`config.mk`:
```
export PLATFORM = sky130hd
export DESIGN_NAME = video_timing_tx
export DESIGN_NICKNAME = d
export VERILOG_FILES = /design/src/rtl/video_timing_pkg.sv /design/src/rtl/vt_delay_line.sv /design/src/rtl/video_timing_tx.sv
export SDC_FILE = /design/constraint.sdc
export NUM_CORES = 1
export LEC_CHECK = 0
export BUFFER_PORTS_ARGS = -buffer_cell sky130_fd_sc_hd__buf_4
export CELL_PAD_IN_SITES_DETAIL_PLACEMENT = 0
export CELL_PAD_IN_SITES_GLOBAL_PLACEMENT = 1
export CORE_ASPECT_RATIO = 0.8
export CORE_MARGIN = 5
export CORE_UTILIZATION = 25
export CTS_CLUSTER_SIZE = 30
export DETAILED_ROUTE_END_ITERATION = 10
export HOLD_SLACK_MARGIN = 0.08
export PLACE_DENSITY = 0.52
export SYNTH_ARGS = -nofsm -noshare
export SYNTH_HDL_FRONTEND = slang
export SYNTH_SLANG_ARGS = --single-unit
```
`constraint.sdc`:
```
create_clock -name clk -period 3.2 [get_ports clk]
set_input_delay 0 -clock clk [delete_from_list [all_inputs] [get_ports clk]]
set_output_delay 0 -clock clk [all_outputs]
set_load 0.01 [all_outputs]
```
`src/rtl/video_timing_pkg.sv`:
```
// Shared encodings, colour-bar table, control payload and default 640x480@60 timing
// for video_timing_tx.
package video_timing_pkg;

    localparam int unsigned CNT_W = 16;

    localparam int unsigned DEF_H_ACTIVE = 640;
    localparam int unsigned DEF_H_FP     = 16;
    localparam int unsigned DEF_H_SYNC   = 96;
    localparam int unsigned DEF_H_BP     = 48;
    localparam int unsigned DEF_V_ACTIVE = 480;
    localparam int unsigned DEF_V_FP     = 10;
    localparam int unsigned DEF_V_SYNC   = 2;
    localparam int unsigned DEF_V_BP     = 33;
    localparam int unsigned DEF_PIX_W    = 24;
    localparam int unsigned DEF_MEM_LAT  = 1;

    typedef enum logic [1:0] {
        PAT_MEM   = 2'd0,
        PAT_CHECK = 2'd1,
        PAT_BARS  = 2'd2,
        PAT_SOLID = 2'd3
    } pat_sel_e;

    // {R,G,B} on/off per bar, left to right
    localparam logic [2:0] BAR_RGB [8] = '{
        3'b111, 3'b110, 3'b011, 3'b010, 3'b101, 3'b100, 3'b001, 3'b000
    };

    typedef struct packed {
        logic             hs;
        logic             vs;
        logic             act;
        logic [CNT_W-1:0] x;
        logic [CNT_W-1:0] y;
    } vt_ctrl_t;

endpackage

```
`src/rtl/vt_delay_line.sv`:
```
// Fixed-latency shift register that keeps timing controls aligned with returning
// frame-buffer data.
module vt_delay_line #(
    parameter int unsigned W     = 1,
    parameter int unsigned DEPTH = 1
) (
    input  logic         clk,
    input  logic         rst_n,
    input  logic [W-1:0] d,
    output logic [W-1:0] q
);

    logic [W-1:0] taps [DEPTH];

    always_ff @(posedge clk or negedge rst_n) begin
        if (!rst_n) begin
            for (int i = 0; i < int'(DEPTH); i++) begin
                taps[i] <= '0;
            end
        end else begin
            taps[0] <= d;
            for (int i = 1; i < int'(DEPTH); i++) begin
                taps[i] <= taps[i-1];
            end
        end
    end

    assign q = taps[DEPTH-1];

endmodule

```
`src/rtl/video_timing_tx.sv`:
```
// Parametrised raster timing generator with frame-buffer read-ahead and output alignment.
// Optional test-pattern overlay is built when VTG_PATTERN_EN is defined.
module video_timing_tx
    import video_timing_pkg::*;
#(
    parameter int unsigned H_ACTIVE = DEF_H_ACTIVE,
    parameter int unsigned H_FP     = DEF_H_FP,
    parameter int unsigned H_SYNC   = DEF_H_SYNC,
    parameter int unsigned H_BP     = DEF_H_BP,
    parameter int unsigned V_ACTIVE = DEF_V_ACTIVE,
    parameter int unsigned V_FP     = DEF_V_FP,
    parameter int unsigned V_SYNC   = DEF_V_SYNC,
    parameter int unsigned V_BP     = DEF_V_BP,
    parameter bit          HS_POL   = 1'b0,
    parameter bit          VS_POL   = 1'b0,
    parameter int unsigned PIX_W    = DEF_PIX_W,
    parameter int unsigned MEM_LAT  = DEF_MEM_LAT
) (
    input  logic             clk,
    input  logic             rstn,
    input  logic [PIX_W-1:0] Mem_Data,
    input  logic             FrameSync,
    input  logic [1:0]       Pattern_Sel,
    output logic             Mem_Read,
    output logic [PIX_W-1:0] Out_pData,
    output logic             Out_pHSync,
    output logic             Out_pVSync,
    output logic             Out_pVDE,
    output logic [15:0]      DE_Line,
    output logic             Frame_Start,
    output logic [15:0]      Frame_Count
);

    localparam int unsigned H_TOTAL = H_SYNC + H_BP + H_ACTIVE + H_FP;
    localparam int unsigned V_TOTAL = V_SYNC + V_BP + V_ACTIVE + V_FP;

    localparam logic [CNT_W-1:0] H_LAST     = CNT_W'(H_TOTAL - 1);
    localparam logic [CNT_W-1:0] V_LAST     = CNT_W'(V_TOTAL - 1);
    localparam logic [CNT_W-1:0] H_SYNC_END = CNT_W'(H_SYNC);
    localparam logic [CNT_W-1:0] V_SYNC_END = CNT_W'(V_SYNC);
    localparam logic [CNT_W-1:0] H_ACT_LO   = CNT_W'(H_SYNC + H_BP);
    localparam logic [CNT_W-1:0] H_ACT_HI   = CNT_W'(H_SYNC + H_BP + H_ACTIVE);
    localparam logic [CNT_W-1:0] V_ACT_LO   = CNT_W'(V_SYNC + V_BP);
    localparam logic [CNT_W-1:0] V_ACT_HI   = CNT_W'(V_SYNC + V_BP + V_ACTIVE);

    logic [CNT_W-1:0] h_cnt;
    logic [CNT_W-1:0] v_cnt;
    logic [CNT_W-1:0] h_nxt_c;
    logic [CNT_W-1:0] v_nxt_c;
    logic             frame_origin_c;
    vt_ctrl_t         ctrl_c;
    vt_ctrl_t         ctrl_out;
    logic [PIX_W-1:0] pix_c;

    // Raster position for the coming clock; decode works on this so stage 1 lines up with the counters
    always_comb begin
        h_nxt_c = (h_cnt == H_LAST) ? '0 : h_cnt + CNT_W'(1);
        v_nxt_c = v_cnt;
        if (h_cnt == H_LAST) begin
            v_nxt_c = (v_cnt == V_LAST) ? '0 : v_cnt + CNT_W'(1);
        end
        frame_origin_c = (h_nxt_c == '0) && (v_nxt_c == '0);
    end

    always_comb begin
        ctrl_c.hs  = h_nxt_c < H_SYNC_END;
        ctrl_c.vs  = v_nxt_c < V_SYNC_END;
        ctrl_c.act = (h_nxt_c >= H_ACT_LO) && (h_nxt_c < H_ACT_HI) &&
                     (v_nxt_c >= V_ACT_LO) && (v_nxt_c < V_ACT_HI);
        ctrl_c.x   = h_nxt_c - H_ACT_LO;
        ctrl_c.y   = v_nxt_c - V_ACT_LO;
    end

    // Reset parks the counters on the last position so the first clock lands on (0,0)
    always_ff @(posedge clk or negedge rstn) begin
        if (!rstn) begin
            h_cnt       <= H_LAST;
            v_cnt       <= V_LAST;
            Mem_Read    <= 1'b0;
            Frame_Start <= 1'b0;
        end else begin
            h_cnt       <= h_nxt_c;
            v_cnt       <= v_nxt_c;
            Mem_Read    <= ctrl_c.act;
            Frame_Start <= frame_origin_c;
        end
    end

    always_ff @(posedge clk or negedge rstn) begin
        if (!rstn) begin
            Frame_Count <= '0;
        end else if (Frame_Start) begin
            Frame_Count <= Frame_Count + 16'(1);
        end
    end

    // MEM_LAT taps here plus the output register give MEM_LAT clocks between Mem_Read and DE
    vt_delay_line #(
        .W     ($bits(vt_ctrl_t)),
        .DEPTH (MEM_LAT)
    ) u_ctrl_dly (
        .clk   (clk),
        .rst_n (rstn),
        .d     (ctrl_c),
        .q     (ctrl_out)
    );

`ifdef VTG_PATTERN_EN
    localparam int unsigned CH_W  = PIX_W / 3;
    localparam int unsigned BAR_W = (H_ACTIVE >= 8) ? H_ACTIVE / 8 : 1;

    logic             phase;
    logic [CNT_W-1:0] bar_q_c;
    logic [2:0]       bar_idx_c;
    logic [2:0]       bar_rgb_c;

    always_ff @(posedge clk or negedge rstn) begin
        if (!rstn) begin
            phase <= 1'b0;
        end else if (Frame_Start) begin
            phase <= FrameSync;
        end
    end

    always_comb begin
        bar_q_c   = ctrl_out.x / CNT_W'(BAR_W);
        bar_idx_c = (bar_q_c > CNT_W'(7)) ? 3'd7 : bar_q_c[2:0];
        bar_rgb_c = BAR_RGB[bar_idx_c];
        pix_c     = Mem_Data;
        case (pat_sel_e'(Pattern_Sel))
            PAT_CHECK: begin
                if ((ctrl_out.x[0] ^ ctrl_out.y[0]) == phase) begin
                    pix_c = '0;
                end
            end
            PAT_BARS: begin
                pix_c = PIX_W'({{CH_W{bar_rgb_c[2]}}, {CH_W{bar_rgb_c[1]}}, {CH_W{bar_rgb_c[0]}}});
            end
            PAT_SOLID: begin
                pix_c = '1;
            end
            default: begin
                pix_c = Mem_Data;
            end
        endcase
    end
`else
    logic unused_ok;

    assign pix_c     = Mem_Data;
    assign unused_ok = ^{Pattern_Sel, FrameSync, ctrl_out.x};
`endif

    // Sync, DE and pixel all leave through one register rank so they move on the same edge
    always_ff @(posedge clk or negedge rstn) begin
        if (!rstn) begin
            Out_pHSync <= ~HS_POL;
            Out_pVSync <= ~VS_POL;
            Out_pVDE   <= 1'b0;
            Out_pData  <= '0;
            DE_Line    <= '0;
        end else begin
            Out_pHSync <= ctrl_out.hs ? HS_POL : ~HS_POL;
            Out_pVSync <= ctrl_out.vs ? VS_POL : ~VS_POL;
            Out_pVDE   <= ctrl_out.act;
            Out_pData  <= ctrl_out.act ? pix_c : '0;
            if (ctrl_out.act) begin
                DE_Line <= ctrl_out.y;
            end
        end
    end

endmodule

```
==> run_results.csv <==
group,metric,value,unit
run_status,run_status,"complete, no violations",
detailed_routing,postRouteAntennaNets,0,
finish,area_growth_syn_to_layout,32.81,%
timing,whs,0.2280,ns
finish,mostFrequentLayoutCells,"buf_4, dfrtp_1, nor2_1, xnor2_1, and2_1",
finish,finish.net_count,604,
timing,timing.final.crit_share,93.27,%
synth,average_instance_area_after_synthesis,11.40,um^2
synth,ys.flop_type,"dfrtp_1",
detailed_routing,wl_per_cell,14.54,um
synth,synth_top_cell_area_share,49.74,%
synth,synth.mux.area_fraction,4.245,%
grt,largest_net_degree_at_the_start_of_global_routing,62,
timing,tightest_pin_transition,0.9543,ns
synth,synthesis.nets,472,
floorplan,fp.dieArea,22860,um^2
detailed_routing,drt-pass1-iter-count,4,
floorplan,initial_utilization,25.31,%
setup_path,setup.worst_path.start_class,"flip-flop",
detailed_routing,drt-initial-drc-count,248,
synth,post_synth_arst_share,100.0,%
min_path,worstHoldPathType,"in2async",
synth,yosysUniqueCellTypes,59,
floorplan,core_area,19680,um^2
job,maxCapViolations,0,
finish,postLayoutCoreUtil,33.61,%
setup_path,reg2reg_setup_slack,0.22,ns
timing,fmaxAchievable,335.0,MHz
timing,setup_repair_after_global_routing_missed_its_margin,"false",
clocking,clkLatencyLatePin,0.35,ns
timing,report.final.slew_viol_count,0,
detailed_routing,via_per_inst,4.360,
setup_path,cp.required,3.49,ns
power_and_ir_drop,pwr_density_cell,383.5,nW/um^2
grt,via_count_of_the_first_global_routing_pass,3834,
synth,syn-instance-count,437,
detailed_routing,drc,0,
setup_path,timing.rr.end,"u_ctrl_dly.q[32]$_DFF_PN0_",
timing,hold_viol_final,0,
setup_path,path_class,"reg2reg",
setup_path,cp.arrival,3.27,ns
synth,synth_top_family_by_area,"simple AND/OR/NAND/NOR gates",
detailed_routing,vias,3654,
clocking,tritoncts,"yes",
place,numPortBuffers,86,
setup_path,timing.critical_path.to_type,"flip-flop",
floorplan,die-height,136.3,um
timing,timing.slew.headroom,36.38,%
clocking,cts-root-to-sink-buffers,2,
floorplan,number_of_placement_rows,46,
power_and_ir_drop,maximum_ir_drop_on_the_vdd_rail,0.2123,mV
timing,setup-tns-final,0,ns
clocking,clockRootBuffer,"clkbuf_16",
detailed_routing,routed_wl,12190,um
place,place.detailed.hpwl,8803,um
synth,synth.yosys.warnings,0,
synth,xor_xnor_cell_area_share_of_the_yosys_netlist,8.792,%
clocking,cts_setup_buffers,0,
place,gp_congestion,0.8414,
setup_path,worstPathMaxFanout,6,
timing,shortest_period_the_worst_path_allows,2.985,ns
finish,layout-drive-gt1-share,30.31,%
synth,ys_top_cells_by_area,"dfrtp_1, dfstp_2, xnor2_1, mux2_2, and2_1",
timing,clock_skew,0.006989,ns
clocking,clkTransAtPathRegs,0.07,ns
synth,synth-adder-area-share,1.507,%
finish,diodes,0,
finish,n_fill_cell,1981,
grt,global_route_wire_length_before_repair,20310,um
finish,final_common_cell,"buf_4",
clocking,cts.htree.levels,3,
synth,synth-seq-area-share,56.07,%
clocking,numCtsBuffers,9,
setup_path,r2r_start,"h_cnt[0]$_DFF_PN1_",
timing,count_of_endpoints_failing_setup_in_the_final_report,0,
floorplan,boundaryPins,90,
grt,total_congestion_overflow_after_global_routing,0,
grt,antenna_found_initial,0,
clocking,numClockSinks,111,
floorplan,dieWidth,167.8,um
synth,synth_top_area_cell,"dfrtp_1",
setup_path,rr_worst_depth,11,
power_and_ir_drop,p_leak,3.137,nW
synth,count_of_state_elements_after_synthesis,111,
synth,yosys.area_share.simple,21.18,%
synth,synth_enable_flop_cells,0,
grt,grtUsageTotal,11.15,%
synth,synth-compound-area-share,5.250,%
synth,synthesis.area,4981,um^2
per-layer routing:
metal	vias up	GRT usage, %	part of all wire (%)
met5	-	0	0
met4	0	3.560	1.7
met3	17	3.721	6.2
met2	98	17.13	44
met1	1768	14.90	48
li1	1771	-	-
state kept, by name (all words and copies together), names as in the netlist:
register,count
Out_pVSync,1
Out_pData,24
Frame_Count,16
v_cnt,16
DE_Line,16
Frame_Start,1
h_cnt,16
Out_pVDE,1
u_ctrl_dly.q,19
Out_pHSync,1
cells by family after synthesis:
group	after synthesis
fa+ha+maj	6
compound gates	35
simple gates	184
buf+inv	32
xor+xnor	50
flops	111
mux	19
report_power, final:
| part | internal [mW] | switching (mW) | leakage [nW] | total (mW) |
|---|---|---|---|---|
| logic | 0.0412 | 0.0359 | 1.58 | 0.0771 |
| registers | 1.40 | 0 | 1.42 | 1.40 |
| clock network | 0.536 | 0.522 | 0.139 | 1.06 |
Yosys cell counts, drive strengths merged (2+ instances only):
library cell	n
and2	31
nor4b	3
nor2	34
or2	2
nand2b	5
mux2	17
nand3	25
a31oi	3
mux2i	2
nor4bb	2
dfrtp	99
a21oi	6
inv	18
nor3	13
clkbuf	7
a211o	3
xor2	18
buf	7
ha	6
or3	6
nand4	13
and3	6
dfstp	12
o21ai	6
and4	4
xnor2	32
o31ai	4
nor4	9
o31a	2
a211oi	3
nand2	26
per-stage QoR:
stage	power, mW	instances	area [um^2]	worst slack (ns)
final	2.537	838	6615	0.2153
after global routing	2.658	838	6615	0.01176
after CTS	2.601	838	6598	0.1203
after detailed placement	1.485	797	6070	0.1598
after global placement	1.485	797	6070	0.1428
after floorplan	1.430	437	4981	0.3789
worst max-delay path, stage by stage, from the launching register on:
cell and delay [ns]:
dfstp_2 0.56, ha_1 0.17, and3_1 0.32, nand3_1 0.23, or3_1 0.44, o21a_1 0.21, inv_1 0.07, ha_1 0.21
inv_1 0.10, a41oi_4 0.24, nor2_1 0.12, and4b_1 0.25
worst max path at each step:
stage / start / to / slack [ns]
final: h_cnt[0]$_DFF_PN1_ / u_ctrl_dly.q[32]$_DFF_PN0_ / 0.22
after global routing: h_cnt[0]$_DFF_PN1_ / u_ctrl_dly.q[32]$_DFF_PN0_ / 0.01
after detailed placement: h_cnt[0]$_DFF_PN1_ / u_ctrl_dly.q[32]$_DFF_PN0_ / 0.16
after floorplan: h_cnt[0]$_DFF_PN1_ / u_ctrl_dly.q[14]$_DFF_PN0_ / 0.38
after global placement: h_cnt[0]$_DFF_PN1_ / Frame_Start$_DFF_PN0_ / 0.14
after CTS: h_cnt[0]$_DFF_PN1_ / u_ctrl_dly.q[32]$_DFF_PN0_ / 0.12
area by class of cell:
type	instances	area (um^2)	share of cell area, %
well taps	264	330.3	4.993
repair buffers	135	1089	16.46
inverters	18	67.56	1.021
flip-flops and latches	111	2793	42.22
multi-input cells	294	2058	31.11
clock buffers	10	229.0	3.461
clock inverters	6	48.80	0.7377
repair_timing:
item	4_1_cts	5_1_grt
hold buffers	25	0
resized for setup	0	2
endpoints found under the setup margin	0	3
endpoints found under the hold margin	73	0
No activity file was read; power rests on OpenSTA's default activity.
